**src/rtl/cosim_data_arbiter_if.sv**
```systemverilog
// Requester-side and device-side signal bundle for cosim_data_arbiter.
// Modport master is the arbiter's view; modport slave is the view of requesters plus the data device.
interface cosim_data_arbiter_if #(
    parameter int NREQ   = 4,
    parameter int SEL_W  = 12,
    parameter int DATA_W = 64
);
    // Handshakes: a request transfers on a cycle where req_valid[i] && req_ready[i];
    // a device read transfers on a posedge where dev_read_ready && dev_read_valid.
    // req_ready and resp_valid are single-cycle one-hot pulses; the requester holds
    // req_valid and its select stable until it sees req_ready.
    logic [NREQ-1:0]       req_valid;
    logic [NREQ*SEL_W-1:0] req_select;
    logic [NREQ-1:0]       req_ready;
    logic [NREQ-1:0]       resp_valid;
    logic [DATA_W-1:0]     resp_data;
    logic                  resp_err;
    logic                  dev_read_ready;
    logic [SEL_W-1:0]      dev_read_select;
    logic                  dev_read_valid;
    logic [DATA_W-1:0]     dev_read_data;
    logic                  busy;

    modport master (
        input  req_valid, req_select, dev_read_valid, dev_read_data,
        output req_ready, resp_valid, resp_data, resp_err,
               dev_read_ready, dev_read_select, busy
    );

    modport slave (
        output req_valid, req_select, dev_read_valid, dev_read_data,
        input  req_ready, resp_valid, resp_data, resp_err,
               dev_read_ready, dev_read_select, busy
    );
endinterface

```
**src/rtl/cosim_data_arbiter.sv**
```systemverilog
// Round-robin arbiter sharing the single cosim data-device read port among NREQ requesters.
// Optional ISSUE-state timeout is compiled in when COSIM_ARB_TIMEOUT_EN is defined.
module cosim_data_arbiter #(
    parameter int NREQ     = 4,
    parameter int SEL_W    = 12,
    parameter int DATA_W   = 64,
    parameter int RESP_LAT = 1,
    parameter int TIMEOUT  = 255
) (
    input  logic                 clock,
    input  logic                 reset,
    cosim_data_arbiter_if.master bus,
    output logic [1:0]           o_dbg_state
);
    localparam int IDX_W = (NREQ > 1) ? $clog2(NREQ) : 1;
    localparam int LAT_W = (RESP_LAT > 1) ? $clog2(RESP_LAT) : 1;
`ifdef COSIM_ARB_TIMEOUT_EN
    localparam int TO_W  = ($clog2(TIMEOUT + 1) > 8) ? $clog2(TIMEOUT + 1) : 8;
`endif

    if (NREQ < 1 || NREQ > 16 || RESP_LAT < 1 || TIMEOUT < 1) begin : g_param_check
        $error("cosim_data_arbiter: illegal parameter set");
    end

    typedef enum logic [1:0] {
        ST_IDLE  = 2'd0,
        ST_ISSUE = 2'd1,
        ST_WAIT  = 2'd2,
        ST_RESP  = 2'd3
    } state_t;

    state_t            r_state;
    logic [IDX_W-1:0]  r_rr_ptr;
    logic [IDX_W-1:0]  r_gnt_idx;
    logic [LAT_W-1:0]  r_lat_cnt;
    logic [SEL_W-1:0]  r_sel;
    logic [DATA_W-1:0] r_resp_data;
    logic [NREQ-1:0]   r_resp_valid;
    logic              r_dev_read_ready;
    logic              r_busy;
`ifdef COSIM_ARB_TIMEOUT_EN
    logic              r_resp_err;
    logic [TO_W-1:0]   r_to_cnt;
`endif

    logic              w_found;
    logic [IDX_W-1:0]  w_win;
    logic [SEL_W-1:0]  w_win_sel;
    logic [NREQ-1:0]   w_req_ready;
    logic [NREQ-1:0]   w_gnt_onehot;
    logic [IDX_W-1:0]  w_rr_next;

    // Scan req_valid from rr_ptr upward, wrapping modulo NREQ; the first set bit wins.
    always_comb begin
        int               idx;
        logic [IDX_W-1:0] cand;
        idx     = 0;
        cand    = '0;
        w_found = 1'b0;
        w_win   = '0;
        for (int k = 0; k < NREQ; k++) begin
            idx = int'(r_rr_ptr) + k;
            if (idx >= NREQ) idx = idx - NREQ;
            cand = IDX_W'(idx);
            if (!w_found && bus.req_valid[cand]) begin
                w_found = 1'b1;
                w_win   = cand;
            end
        end
    end

    always_comb begin
        w_win_sel    = '0;
        w_req_ready  = '0;
        w_gnt_onehot = '0;
        for (int i = 0; i < NREQ; i++) begin
            if (w_win == IDX_W'(i)) w_win_sel = bus.req_select[i*SEL_W +: SEL_W];
            w_req_ready[i]  = (r_state == ST_IDLE) && w_found && (w_win == IDX_W'(i));
            w_gnt_onehot[i] = (r_gnt_idx == IDX_W'(i));
        end
    end

    assign w_rr_next = (r_gnt_idx == IDX_W'(NREQ - 1)) ? '0 : r_gnt_idx + 1'b1;

    always_ff @(posedge clock) begin
        if (reset) begin
            r_state          <= ST_IDLE;
            r_rr_ptr         <= '0;
            r_gnt_idx        <= '0;
            r_lat_cnt        <= '0;
            r_sel            <= '0;
            r_resp_data      <= '0;
            r_resp_valid     <= '0;
            r_dev_read_ready <= 1'b0;
            r_busy           <= 1'b0;
`ifdef COSIM_ARB_TIMEOUT_EN
            r_resp_err       <= 1'b0;
            r_to_cnt         <= '0;
`endif
        end else begin
            r_resp_valid <= '0;
            case (r_state)
                ST_IDLE: begin
                    if (w_found) begin
                        r_gnt_idx        <= w_win;
                        r_sel            <= w_win_sel;
                        r_dev_read_ready <= 1'b1;
                        r_busy           <= 1'b1;
                        r_state          <= ST_ISSUE;
`ifdef COSIM_ARB_TIMEOUT_EN
                        r_to_cnt         <= '0;
`endif
                    end
                end
                ST_ISSUE: begin
                    if (bus.dev_read_valid) begin
                        r_dev_read_ready <= 1'b0;
                        r_lat_cnt        <= LAT_W'(RESP_LAT - 1);
                        r_state          <= ST_WAIT;
                    end
`ifdef COSIM_ARB_TIMEOUT_EN
                    // Device never answered: return an error response instead of hanging.
                    else if (r_to_cnt == TO_W'(TIMEOUT - 1)) begin
                        r_dev_read_ready <= 1'b0;
                        r_resp_data      <= '0;
                        r_resp_err       <= 1'b1;
                        r_resp_valid     <= w_gnt_onehot;
                        r_state          <= ST_RESP;
                    end else begin
                        r_to_cnt <= r_to_cnt + 1'b1;
                    end
`endif
                end
                ST_WAIT: begin
                    // Device data changes on the falling edge, so it is only good RESP_LAT cycles later.
                    if (r_lat_cnt == '0) begin
                        r_resp_data  <= bus.dev_read_data;
                        r_resp_valid <= w_gnt_onehot;
                        r_state      <= ST_RESP;
`ifdef COSIM_ARB_TIMEOUT_EN
                        r_resp_err   <= 1'b0;
`endif
                    end else begin
                        r_lat_cnt <= r_lat_cnt - 1'b1;
                    end
                end
                ST_RESP: begin
                    r_rr_ptr <= w_rr_next;
                    r_busy   <= 1'b0;
                    r_state  <= ST_IDLE;
                end
                default: begin
                    r_state <= ST_IDLE;
                end
            endcase
        end
    end

    assign bus.req_ready       = w_req_ready;
    assign bus.resp_valid      = r_resp_valid;
    assign bus.resp_data       = r_resp_data;
    assign bus.dev_read_ready  = r_dev_read_ready;
    assign bus.dev_read_select = r_dev_read_ready ? r_sel : '0;
    assign bus.busy            = r_busy;
`ifdef COSIM_ARB_TIMEOUT_EN
    assign bus.resp_err        = r_resp_err;
`else
    assign bus.resp_err        = 1'b0;
`endif
    assign o_dbg_state         = r_state;
endmodule

```
**src/flat_wrapper.sv**
```systemverilog
// flat-port wrapper written by rule: the top's interface ports become plain ports
module cosim_data_arbiter_flat 
#(
    parameter int NREQ     = 4,
    parameter int SEL_W    = 12,
    parameter int DATA_W   = 64,
    parameter int RESP_LAT = 1,
    parameter int TIMEOUT  = 255
)
  (clock, reset, o_dbg_state, bus_req_valid, bus_req_select, bus_dev_read_valid, bus_dev_read_data, bus_req_ready, bus_resp_valid, bus_resp_data, bus_resp_err, bus_dev_read_ready, bus_dev_read_select, bus_busy);
  cosim_data_arbiter_if #(.NREQ(NREQ), .SEL_W(SEL_W), .DATA_W(DATA_W)) bus_i ();
  input  logic clock;
  input  logic reset;
  output logic [1:0] o_dbg_state;
  input wire logic [$bits(bus_i.req_valid)-1:0] bus_req_valid;
  input wire logic [$bits(bus_i.req_select)-1:0] bus_req_select;
  input wire logic [$bits(bus_i.dev_read_valid)-1:0] bus_dev_read_valid;
  input wire logic [$bits(bus_i.dev_read_data)-1:0] bus_dev_read_data;
  output wire logic [$bits(bus_i.req_ready)-1:0] bus_req_ready;
  output wire logic [$bits(bus_i.resp_valid)-1:0] bus_resp_valid;
  output wire logic [$bits(bus_i.resp_data)-1:0] bus_resp_data;
  output wire logic [$bits(bus_i.resp_err)-1:0] bus_resp_err;
  output wire logic [$bits(bus_i.dev_read_ready)-1:0] bus_dev_read_ready;
  output wire logic [$bits(bus_i.dev_read_select)-1:0] bus_dev_read_select;
  output wire logic [$bits(bus_i.busy)-1:0] bus_busy;
  assign bus_i.req_valid = bus_req_valid;
  assign bus_i.req_select = bus_req_select;
  assign bus_i.dev_read_valid = bus_dev_read_valid;
  assign bus_i.dev_read_data = bus_dev_read_data;
  assign bus_req_ready = bus_i.req_ready;
  assign bus_resp_valid = bus_i.resp_valid;
  assign bus_resp_data = bus_i.resp_data;
  assign bus_resp_err = bus_i.resp_err;
  assign bus_dev_read_ready = bus_i.dev_read_ready;
  assign bus_dev_read_select = bus_i.dev_read_select;
  assign bus_busy = bus_i.busy;
  cosim_data_arbiter #(.NREQ(NREQ), .SEL_W(SEL_W), .DATA_W(DATA_W), .RESP_LAT(RESP_LAT), .TIMEOUT(TIMEOUT)) u_core (.clock(clock), .reset(reset), .bus(bus_i), .o_dbg_state(o_dbg_state));
endmodule
```
**config.mk**
```make
export PLATFORM = sky130hd
export DESIGN_NAME = cosim_data_arbiter_flat
export DESIGN_NICKNAME = d
export VERILOG_FILES = /design/src/rtl/cosim_data_arbiter_if.sv /design/src/rtl/cosim_data_arbiter.sv /design/src/flat_wrapper.sv
export SDC_FILE = /design/constraint.sdc
export NUM_CORES = 1
export LEC_CHECK = 0
export CELL_PAD_IN_SITES_DETAIL_PLACEMENT = 1
export CELL_PAD_IN_SITES_GLOBAL_PLACEMENT = 1
export CORE_UTILIZATION = 31
export CTS_BUF_LIST = sky130_fd_sc_hd__clkbuf_8
export CTS_CLUSTER_DIAMETER = 100
export CTS_CLUSTER_SIZE = 24
export DETAILED_ROUTE_END_ITERATION = 6
export HOLD_SLACK_MARGIN = 0.03
export PLACE_DENSITY_LB_ADDON = 0.2
export SYNTH_ARGS = -nofsm -noshare
export SYNTH_HDL_FRONTEND = slang
export SYNTH_SLANG_ARGS = --single-unit
```
**constraint.sdc**
```tcl
create_clock -name clock -period 3.5 [get_ports clock]
set_input_delay 0.35 -clock clock [delete_from_list [all_inputs] [get_ports clock]]
set_output_delay 0.35 -clock clock [all_outputs]
set_load 0.1 [all_outputs]
```
# Word-level counts from Yosys, hierarchy flattened
# Index checks and enable logic that the tools add are counted.
# W data, S select, Z words.
[op_classes]
bitwise_logic = 2
n_mux = 36
n_reduce_logical = 24
addsub = 9
eq_ne = 12
n_lt_le_gt_ge = 8
[op_table]
columns = ["op", "count"]
rows = [
  ["$mux W12", 5],
  ["$mux W2", 12],
  ["$eq A2 B2 Y1 const B", 6],
  ["$lt A2 B3 Y1 const B", 4],
  ["$mux W1", 11],
  ["$ge A3 B3 Y1 const B", 3],
  ["$bmux W1 S2", 4],
  ["$logic_and A1 B1 Y1", 8],
  ["$pmux W2 S4", 1],
  ["$reduce_and A2 Y1", 4],
  ["$sub A2 B1 Y2 const B", 4],
  ["$add A2 B2 Y3 const B", 2],
  ["$eq A2 B1 Y1 const B", 3],
  ["$logic_not A2 Y1", 3],
  ["$pmux W1 S2", 3],
  ["$reduce_and A3 Y1", 2],
  ["$reduce_bool A2 Y1", 3],
  ["$ne A2 B2 Y1 const B", 2],
  ["$add A2 B1 Y3 const B", 1],
  ["$ge A2 B3 Y1 const B", 1],
  ["$logic_not A1 Y1", 3],
  ["$reduce_or A3 Y1", 1],
  ["$add A2 B1 Y2 const B", 1],
  ["$ne A2 B1 Y1 const B", 1],
  ["2 further kinds", 3],
]
[word_totals]
inputBits = 119
output_inout_bits = 89
regBits = 89

# Longest topological paths before layout
[depth]
ltp_word = 19
mapped_depth = 7
depth_no_buf = 7

# Worst setup path before layout
# Ideal clock, no wire load.
[synth_path]
path_type = "register -> output"
startpoint = "register u_core.r_state[1] (netlist: u_core.o_dbg_state[1])"
endpoint = "output bus_req_ready[0]"
path_stages_with_launch = 6
setup_slack_ps = -397
n_path_buf = 1
arrival_time_ps = 3547
cell_sequence = "dfxtp_1 > inv_1 > ha_1 > nand2_4 > buf_2 > nor3_1"
[synth_via]
elab_chain_len = 3
[synth_lines]
columns = ["element", "line_no", "rtl"]
rows = [
  ["start, declared", "cosim_data_arbiter.sv:32", "state_t r_state;"],
  ["start signal, assigned", "cosim_data_arbiter.sv:87", "r_state <= ST_IDLE;"],
  ["start signal, assigned", "cosim_data_arbiter.sv:109", "r_state <= ST_ISSUE;"],
  ["start signal, assigned", "cosim_data_arbiter.sv:119", "r_state <= ST_WAIT;"],
  ["$logic_not A2 Y1", "cosim_data_arbiter.sv:78", "w_req_ready[i] = (r_state == ST_IDLE) && w_found && (w_win == IDX_W'(i));"],
  ["$logic_and A1 B1 Y1 (2 in series)", "cosim_data_arbiter.sv:78", ""],
  ["end, declared", "flat_wrapper.sv:19", "output wire logic [$bits(bus_i.req_ready)-1:0] bus_req_ready;"],
]
# Every way passes these cells.

# Worst setup path in the final report
[layout_path]
startpoint = "register u_core.r_dev_read_ready (netlist: u_core.bus.dev_read_ready)"
endpoint = "output bus_dev_read_ready"
[layout_lines]
columns = ["element", "line_no", "rtl"]
rows = [
  ["start, declared", "cosim_data_arbiter.sv:39", "logic r_dev_read_ready;"],
  ["start signal, assigned", "cosim_data_arbiter.sv:94", "r_dev_read_ready <= 1'b0;"],
  ["start signal, assigned", "cosim_data_arbiter.sv:107", "r_dev_read_ready <= 1'b1;"],
  ["start signal, assigned", "cosim_data_arbiter.sv:117", "r_dev_read_ready <= 1'b0;"],
  ["end, declared", "flat_wrapper.sv:23", "output wire logic [$bits(bus_i.dev_read_ready)-1:0] bus_dev_read_ready;"],
]
# No word-level cell between the ends.

==> summary.md <==
| Metric | Value |
|---|---|
| Final setup violation count | `0` |
| Total stage count of the critical path | `1` |
| Rel. slew slack | `31.1%` |
| Series of cell instances along the critical path | `clkdlybuf4s50_1` |
| 1st-iter DRT viols | `70` |
| Path category of the worst min-delay check | `register to register` |
| Input/output buffers | `just over 200` |
| Number of slew-limit violations in the final report | `0` |
| Clock-pin transition on the worst setup and hold timing paths | `0.09 ns` |
| Worst-path cell with the longest stage delay | `sky130_fd_sc_hd__clkdlybuf4s50_1` |
| Bufs and invs on worst path | `1` |
| Largest net degree at the start of global routing | `between 50 and 60` |
| Cell depth of the worst flop-to-flop path | `5` |
| Quantity of gates resized following cts | `0` |
| Number of levels the H-tree was split into | `3` |
| # Post-CTS Setup Buffers | `0` |
| Number of max-cap violations | `0` |
| CTS Hold Buffers Added | `0` |
| Critical Setup Path Class | `register to primary output` |
| Initial core utilization | `a little under a third` |
| Standard cell area after detailed placement | `5970 µm²` |
| Area of all placed cells without fillers | `6170 µm²` |
| Leakage | `0.00229 µW` |
| Average detailed-routed wire length per instance | `between 15 and 20 µm` |
| Per-instance average area after synthesis | `approximately 10 µm²` |
| Nature of the critical path startpoint | `register` |
| Pint | `~2300 µW` |
| DIE HEIGHT | `113 µm` |
| Total die area | `12900 µm²` |
| Critical Path Max Stage Delay | `roughly 1.2 ns` |
| Post-synth EDFFs | `0` |
| Number of antenna violations at the first check in global routing | `0` |
| Proportion of layout cells with a drive suffix above 1 | `9.67%` |
| Sum of routed wire length over all layers | `11.5 mm` |
| DRT antenna net count | `0` |
| Nets in the synthesized netlist | `497` |
| Most used cells in the layout excluding fill and tap cells | `sky130_fd_sc_hd__clkdlybuf4s50_1 (189), sky130_fd_sc_hd__mux2i_1 (92), sky130_fd_sc_hd__dfxtp_1 (88)` |
| Combinational share of power | `between 50% and 60%` |
| CTS tree | `done` |
| Wire length of the first global-routing pass | `17.8 mm` |
| Root buffer cell | `sky130_fd_sc_hd__clkbuf_8` |
| Worst slew pin tran | `1.03 ns` |
| Total congestion overflow after global routing | `0` |
| Net switching power | `between 2000 and 2500 µW` |
| Worst hold stages | `2` |
| Clock network latency to the later pin of the worst-skew pair | `about 0.36 ns` |
| Critical path's top delay family | `buffers and inverters` |
| Sequential-to-total area share from yosys stat | `45.7%` |
| Final Util | `51.1%` |
| Area of the mapped netlist | `just under 4000 µm²` |
| Largest fanout of any net on the critical path | `15` |
| Detailed-placement wirelength estimate | `8.59 mm` |
| Critical Path End Type | `primary output` |
| Unrepaired setup endpoints after global routing | `false` |
| Slack of the worst reg-to-reg path | `1.53 ns` |
| Post-DR vias/cell | `4.54` |
| Via count of the first global-routing pass | `3582` |
| Maximum number of buffers from clock root to sink | `2` |
| Cell row count | `40` |
| Synth Register Bits | `88` |
| Clock buffer count from CTS | `9` |
| Flop pwr share | `28.3%` |
| Most used flip-flop cell after synthesis | `sky130_fd_sc_hd__dfxtp_1` |
| Result of the run | `completed` |
| Total power divided by cell area | `around 770 nW/µm²` |
| Vias post-DR | `about 3300` |
| Die X-Extent | `around 110 µm` |
| Number of cells produced by synthesis | `369` |
| Number of distinct library cell variants in the gate-level netlist after synthesis | `33` |
| Count of antenna diodes in the layout | `0` |
| Worst EP arrival | `2.26 ns` |
| Yosys warning total | `0` |
| Sink Count | `88` |
| Required time at the worst-slack endpoint | `3.15 ns` |
| Fraction of registers with async set or reset after synthesis | `0%` |
| Most common cell after layout, fill and taps aside | `sky130_fd_sc_hd__clkdlybuf4s50_1` |
| Number of top-level pins | `208` |
| Placeable Area | `12100 µm²` |
| Time the final worst path needs with I/O delays and setup | `2.61 ns` |
| Global-route total usage across every layer | `18.0%` |
| Max Freq | `about 380 MHz` |
| Worst clock skew | `0.0114 ns` |
| Post-layout nets | `between 600 and 700` |
| Peak ir drop on the vdd network | `between 300 and 400 µV` |
| Switch share | `between 50% and 60%` |
| Power share of the clock group | `15.1%` |
| Setup TNS after final layout | `0 ns` |
| Final number of hold-violating endpoints | `0` |
| Share of the cycle needed by the critical path after routing | `between 70% and 80%` |
| Relative area change from synthesis to final layout | `60.0%` |
| DRC violations left | `0` |
| Detailed-router iteration count before antenna repair | `4` |
| Final GP Congestion | `0.724` |
metrics by stage:
step                instances  setup WS (ns)  hold WS, ns  total power, µW
CTS                       737          0.869        0.508             4790
floorplan                 369         -0.397        0.459             3410
global placement          721          0.967        0.471             4010
finish                    737          0.894        0.503             4730
global route              737          0.786        0.530             4960
detailed placement        721          0.937        0.486             4050
cells by family (layout without fill, tap and decap cells):
group           after synthesis  after routing  synth area share (%)
compound gates               27             27                  7.11
fa+ha+maj                     9              9                  2.92
buf+inv                      30            230                  4.29
flops                        88             88                  45.7
mux                          92             92                  23.9
other cells                   1              1                0.0973
simple gates                122            122                  16.0
tightest hold or removal path, stage by stage, from the launching register on:
cell and delay (ns):
sky130_fd_sc_hd__dfxtp_1 0.34, sky130_fd_sc_hd__mux2i_1 0.06, sky130_fd_sc_hd__nor2_1 0.07
final timing paths:
path | from | end
hold reg to reg | u_core.bus.resp_data[57] | u_core.bus.resp_data[57]
hold / removal | u_core.bus.resp_data[57] | u_core.bus.resp_data[57]
setup / recovery | u_core.bus.dev_read_ready | bus_dev_read_ready
setup reg to reg | u_core.o_dbg_state[0] | u_core.bus.resp_data[12]
sequential cells by signal, indices dropped and copies added (netlist names):
name / cells
u_core.bus.dev_read_ready: 1
u_core.r_sel: 12
u_core.bus.busy: 1
u_core.r_rr_ptr: 2
u_core.r_gnt_idx: 2
u_core.bus.resp_valid: 4
u_core.o_dbg_state: 2
u_core.bus.resp_data: 64
cell usage after synthesis (all sizes together) (3+ instances only):
library cell | n | area [µm²]
a21oi | 8 | 43.8
and2 | 18 | 113
buf | 14 | 105
clkbuf | 11 | 41.3
dfxtp | 88 | 1760
ha | 9 | 113
inv | 5 | 18.8
mux2i | 92 | 921
nand2 | 7 | 48.8
nand3b | 12 | 90.1
nor2 | 77 | 313
nor3 | 3 | 15.0
o221ai | 12 | 174
routing by layer:
| layer | share of wire (%) | up-vias | track usage (%) |
|---|---|---|---|
| met2 | 50 | 115 | 31.1 |
| li1 | - | 1648 | - |
| met4 | 1.5 | 0 | 7.54 |
| met5 | 0 | - | 0 |
| met1 | 41 | 1572 | 19.8 |
| met3 | 8.0 | 14 | 6.75 |
final cells by class:
class / count / area, µm²
timing repair buffer: 209 / 2040
multi-input combinational: 251 / 1940
inverter: 5 / 18.8
clock buffer: 10 / 138
sequential: 88 / 1760
tap: 168 / 210
clock inverter: 6 / 60.1
fill: 1342 / 5890
power by group through the flow:
stage | logic (µW) | clock network (µW) | registers, µW
floorplan | 1020 | 0 | 2390
global placement | 2660 | 0 | 1350
detailed placement | 2690 | 0 | 1360
CTS | 2700 | 745 | 1340
global route | 2800 | 790 | 1360
finish | 2670 | 715 | 1340
Power figures use the tool's default switching activity.
